[config.mk]
export PLATFORM = sky130hd
export DESIGN_NAME = vga_timing
export DESIGN_NICKNAME = d
export VERILOG_FILES = /design/src/rtl/vga_timing_pkg.sv /design/src/rtl/pixel_tick.sv /design/src/rtl/vga_timing.sv
export SDC_FILE = /design/constraint.sdc
export NUM_CORES = 1
export LEC_CHECK = 0
export CORE_ASPECT_RATIO = 1.4
export CORE_MARGIN = 2
export CORE_UTILIZATION = 49
export DETAILED_ROUTE_END_ITERATION = 7
export MAX_ROUTING_LAYER = met4
export PLACE_DENSITY = 0.8
export RECOVER_POWER = 25
export SLEW_MARGIN = 5
export SYNTH_ARGS = -nofsm -noshare
export SYNTH_HDL_FRONTEND = slang
export SYNTH_SLANG_ARGS = --single-unit
[constraint.sdc]
create_clock -name CLK -period 5.36 [get_ports CLK]
set_input_delay 0.804 -clock CLK [delete_from_list [all_inputs] [get_ports CLK]]
set_output_delay 0.804 -clock CLK [all_outputs]
set_load 0.005 [all_outputs]
[src/rtl/vga_timing_pkg.sv]
// Default 640x480@60 Hz scan geometry and shared helpers for the VGA timing generator.
package vga_timing_pkg;

  localparam int unsigned COORD_W = 32;

  localparam int unsigned DEF_CLK_DIV  = 2;
  localparam int unsigned DEF_H_ACTIVE = 640;
  localparam int unsigned DEF_H_FP     = 16;
  localparam int unsigned DEF_H_SYNC   = 96;
  localparam int unsigned DEF_H_BP     = 48;
  localparam int unsigned DEF_V_ACTIVE = 480;
  localparam int unsigned DEF_V_FP     = 10;
  localparam int unsigned DEF_V_SYNC   = 2;
  localparam int unsigned DEF_V_BP     = 33;

  localparam int unsigned DEF_H_TOTAL  = DEF_H_ACTIVE + DEF_H_FP + DEF_H_SYNC + DEF_H_BP;
  localparam int unsigned DEF_V_TOTAL  = DEF_V_ACTIVE + DEF_V_FP + DEF_V_SYNC + DEF_V_BP;
  localparam int unsigned DEF_HS_START = DEF_H_ACTIVE + DEF_H_FP;
  localparam int unsigned DEF_HS_END   = DEF_HS_START + DEF_H_SYNC;
  localparam int unsigned DEF_VS_START = DEF_V_ACTIVE + DEF_V_FP;
  localparam int unsigned DEF_VS_END   = DEF_VS_START + DEF_V_SYNC;

  typedef logic [COORD_W-1:0] coord_t;

  function automatic logic in_window(coord_t v, int unsigned lo, int unsigned hi);
    return (v >= lo) && (v < hi);
  endfunction

endpackage

[src/rtl/pixel_tick.sv]
// Pixel-rate enable: divides the system clock by CLK_DIV, pulsing pix_en on the last cycle of each pixel.
module pixel_tick #(
  parameter int unsigned CLK_DIV = 2
) (
  input  logic clk,
  input  logic rst,
  output logic pix_en
);

  localparam int unsigned DIV_W = (CLK_DIV > 1) ? $clog2(CLK_DIV) : 1;
  localparam logic [DIV_W-1:0] DIV_LAST = DIV_W'(CLK_DIV - 1);

  logic [DIV_W-1:0] div_q;
  logic [DIV_W-1:0] div_d;

  // With CLK_DIV == 1 the divider sits at zero and pix_en stays high.
  always_comb begin
    pix_en = (div_q == DIV_LAST);
    div_d  = pix_en ? '0 : div_q + DIV_W'(1);
  end

  always_ff @(posedge clk) begin
    if (rst) div_q <= '0;
    else     div_q <= div_d;
  end

endmodule

[src/rtl/vga_timing.sv]
// VGA scan timing: pixel/line counters with sync, blank and frame markers registered
// from the next coordinate so every output describes the same pixel.
module vga_timing
  import vga_timing_pkg::*;
#(
  parameter int unsigned CLK_DIV  = DEF_CLK_DIV,
  parameter int unsigned H_ACTIVE = DEF_H_ACTIVE,
  parameter int unsigned H_FP     = DEF_H_FP,
  parameter int unsigned H_SYNC   = DEF_H_SYNC,
  parameter int unsigned H_BP     = DEF_H_BP,
  parameter int unsigned V_ACTIVE = DEF_V_ACTIVE,
  parameter int unsigned V_FP     = DEF_V_FP,
  parameter int unsigned V_SYNC   = DEF_V_SYNC,
  parameter int unsigned V_BP     = DEF_V_BP
) (
  input  logic               CLK,
  input  logic               RST,
  output logic [COORD_W-1:0] col,
  output logic [COORD_W-1:0] row,
  output logic               vnotactive,
  output logic               hsync,
  output logic               vsync,
  output logic               pix_en,
  output logic               frame_start,
  output logic [7:0]         frame_count
);

  localparam int unsigned H_TOTAL  = H_ACTIVE + H_FP + H_SYNC + H_BP;
  localparam int unsigned V_TOTAL  = V_ACTIVE + V_FP + V_SYNC + V_BP;
  localparam int unsigned HS_START = H_ACTIVE + H_FP;
  localparam int unsigned HS_END   = HS_START + H_SYNC;
  localparam int unsigned VS_START = V_ACTIVE + V_FP;
  localparam int unsigned VS_END   = VS_START + V_SYNC;

  coord_t     col_q, col_d;
  coord_t     row_q, row_d;
  logic       hsync_q, hsync_d;
  logic       vsync_q, vsync_d;
  logic       vnotactive_q, vnotactive_d;
  logic       frame_start_q, frame_start_d;
  logic [7:0] frame_count_q, frame_count_d;

  pixel_tick #(
    .CLK_DIV(CLK_DIV)
  ) u_pixel_tick (
    .clk   (CLK),
    .rst   (RST),
    .pix_en(pix_en)
  );

  always_comb begin
    col_d         = col_q;
    row_d         = row_q;
    frame_start_d = 1'b0;
    frame_count_d = frame_count_q;
    if (pix_en) begin
      if (col_q == H_TOTAL - 1) begin
        col_d = '0;
        if (row_q == V_TOTAL - 1) begin
          row_d         = '0;
          frame_start_d = 1'b1;
          frame_count_d = frame_count_q + 8'd1;
        end else begin
          row_d = row_q + coord_t'(1);
        end
      end else begin
        col_d = col_q + coord_t'(1);
      end
    end
    // Decoded from the next coordinate so the registered flags line up with col/row.
    hsync_d      = !in_window(col_d, HS_START, HS_END);
    vsync_d      = !in_window(row_d, VS_START, VS_END);
    vnotactive_d = (col_d >= H_ACTIVE) || (row_d >= V_ACTIVE);
  end

  always_ff @(posedge CLK) begin
    if (RST) begin
      col_q         <= '0;
      row_q         <= '0;
      hsync_q       <= 1'b1;
      vsync_q       <= 1'b1;
      vnotactive_q  <= 1'b0;
      frame_start_q <= 1'b0;
      frame_count_q <= '0;
    end else begin
      col_q         <= col_d;
      row_q         <= row_d;
      hsync_q       <= hsync_d;
      vsync_q       <= vsync_d;
      vnotactive_q  <= vnotactive_d;
      frame_start_q <= frame_start_d;
      frame_count_q <= frame_count_d;
    end
  end

  assign col         = col_q;
  assign row         = row_q;
  assign hsync       = hsync_q;
  assign vsync       = vsync_q;
  assign vnotactive  = vnotactive_q;
  assign frame_start = frame_start_q;
  assign frame_count = frame_count_q;

endmodule

==> reports/metrics.yaml <==
htree_levels: 3
cp.required_ns: 5.48
crit_chain: "ha_1 -> and4_1 -> nand4_1 -> or2_1 -> or4_1 -> mux2i_1 -> or4_1 -> nor4_2 -> a41oi_1"
slowest_stage: "or4_1"
routed_wl_um: 13900
ctsHoldBuffers: 0
antenna_found_initial: 0
finalCritPeriodShare_pct: 71.3
initial_utilization_pct: 50.4
post_cts_resized: 0
finClkSkew_ns: 0.00565
crit_path_frequent_cell: "or4_1"
cp_num_buf_inv: 0
relSlewSlack_pct: -29.5
synthDistinctLibCells: 58
gp_congestion: 1.00
cts_setup_buffers: 0
yosys-top-cells-area: "dfxtp_1, nor2_1, xnor2_1"
startpoint_type: "flop"
clk_path_buf_depth: 2
status: "complete, but fails checks"
criticalPathCategory: "flop to flop"
cts_tree: "built"
hold_viol_final: 0
place_inst: 765
setup_viol: 0
synth.most_common_cell: "nor2_1"
netlist_area_um2: 4790
num_antenna_cells: 0
drc: 0
slew_violations: 42
routedWlPerCell_um: 17.8
arrival_ns: 3.94
drt_iter0_drc: 299
synth_top_area_cell: "dfxtp_1"
crit_path_end_kind: "flop"
area_growth_pct: 21.9
synth_flop_cell: "dfxtp_1"
nNetsFinal: 650
cts-root-buf: "clkbuf_16"
syn_inst: 603
whs_path_depth: 2
violations: "capacitance limit, slew limit"
core_area_um2: 9510
worst_skew_pair.late_latency_ns: 0.35
crit_fanout: 10
dieArea_um2: 10600
clk_pin_slew_ns: 0.06
final_cells: 781
holdCritPathClass: "flop to flop"
fillers: 832
powerDensity_nw_per_um2: 223
leakage_nw: 2.00
power.internal_mw: 1.03
synth_edf_count: 0
power_frac_comb_pct: 1.3
die_y_um: 121
avgSynthCellArea_um2: 7.95
vias_per_cell: 6.01
post-place-ws_ns: 1.70
switching_power_mw: 0.268
cp_top_family: "simple AND/OR/NAND/NOR gates"
clock_sinks: 77
via_count: 4697
cts_made_buffers: 9
worst_slack_ns: 1.54
grt_max_degree: 42
synthTopCellsByCount: "nor2_1, dfxtp_1, nand2_1, xnor2_1, nand4_1"
first_pass_iters: 5
grt_pass1_wl_um: 22100
drive_above_1_share_pct: 6.16
ys_seq_area_share_pct: 32.2
synth_top_area_share_pct: 32.2
dp_hpwl_um: 10000
track_usage_pct: 27.6
ant_nets: 0
finalCriticalPeriod_ns: 3.82
clock.fmax_mhz: 262
grt-ovfl-total: 0
worstRegToRegCells: 9
numPortBuffers: 78
ir_drop_mv: 0.176
first_global_vias: 4444
cp.depth: 9
clock_power_share_pct: 54.4
fp-row-count: 42
die-width_um: 87.6
rsz0062_at_grt: "false"
cpPeakStageDelay_ns: 0.63
worst_pin_slew_ns: 1.94
synth_warnings: 0
synthArstFlopShare_pct: 0
num_io_pins: 79
p_sw_share_pct: 20.6
max_cap_violations: 1
pwr-share-seq_pct: 44.3
synth_seq_cells: 77
syn-num-nets: 609
fin_tns_setup_ns: 0
-- registers in the layout, summed over array words and instances, names as in the netlist --
name	cells
vsync	1
row	32
frame_start	1
frame_count	8
col	32
vnotactive	1
hsync	1
u_pixel_tick.pix_en	1
-- cells in the final DEF, fill, tap and decap left out, types with 9 or more instances in the layout --
| cell | n |
|---|---|
| a21oi_1 | 23 |
| and2_1 | 9 |
| and3_1 | 10 |
| and4_1 | 12 |
| clkbuf_16 | 9 |
| clkdlybuf4s50_1 | 45 |
| dfxtp_1 | 77 |
| dlygate4sd3_1 | 33 |
| inv_1 | 10 |
| mux2i_1 | 12 |
| nand2_1 | 46 |
| nand3_1 | 31 |
| nand4_1 | 33 |
| nor2_1 | 89 |
| nor3_1 | 13 |
| nor4_1 | 21 |
| o21ai_0 | 15 |
| or3_1 | 9 |
| xnor2_1 | 35 |
| xor2_1 | 28 |
-- worst paths after layout --
check	start	endpoint	slack [ns]
worst min register to register	frame_count[7]	frame_count[7]	0.49
worst max register to register	col[1]	vnotactive	1.54
worst max-delay path	col[1]	vnotactive	1.54
worst min-delay path	frame_count[7]	frame_count[7]	0.49
-- cells by family (layout without fill, tap and decap cells) --
kind of cell,count (synthesis),in the layout,share of synthesized area [%]
compound gates,61,61,7.70
xor+xnor,63,63,11.5
fa+ha+maj,4,4,1.04
simple gates,324,324,38.6
buf+inv,60,106,5.95
flops,77,77,32.2
mux,14,14,2.98
-- layout make-up --
type                       instances  area, um2  share of cell area (%)
clock buffer                      10        229                    3.92
clock inverter                     6        111                    1.91
inverter                          10       37.5                   0.643
multi-input combinational        466       2970                    50.8
sequential                        77       1540                    26.4
tap                              132        165                    2.83
timing repair buffer              80        792                    13.6
-- power by group through the flow --
stage | registers (mW) | clock network, mW | logic [mW]
floorplan | 0.588 | 0 | 0.0121
global placement | 0.589 | 0 | 0.0182
detailed placement | 0.589 | 0 | 0.0184
CTS | 0.576 | 0.715 | 0.0183
global route | 0.576 | 0.739 | 0.0190
finish | 0.576 | 0.708 | 0.0174
-- worst min-delay path: cells and delay by family, from the launching register on --
family	cells	cell delay, ns
flops	1	0.31
compound gates	2	0.13
-- stage by stage --
stage | area [um2] | total power [mW] | hold slack (ns) | util [%]
2_1_floorplan | 4790 | 0.600 | 0.474 | -
3_3_place_gp | 5510 | 0.607 | 0.474 | 57.9
3_5_place_dp | 5510 | 0.607 | 0.492 | 57.9
4_1_cts | 5850 | 1.31 | 0.503 | 61.5
5_1_grt | 5840 | 1.33 | 0.519 | 61.4
6_report | 5840 | 1.30 | 0.493 | 61.4
-- routing by layer --
| metal | GRT usage, % | routed length, um | share of wire, % | vias to the layer above |
|---|---|---|---|---|
| met4 | 13.9 | 592 | 4.3 | 0 |
| met2 | 46.4 | 7070 | 51 | 192 |
| met1 | 30.9 | 5580 | 40 | 2226 |
| met3 | 4.76 | 681 | 4.9 | 50 |
| li1 | - | - | - | 2229 |
| met5 | - | 0 | 0 | - |
No activity file was read; power rests on OpenSTA's default activity.
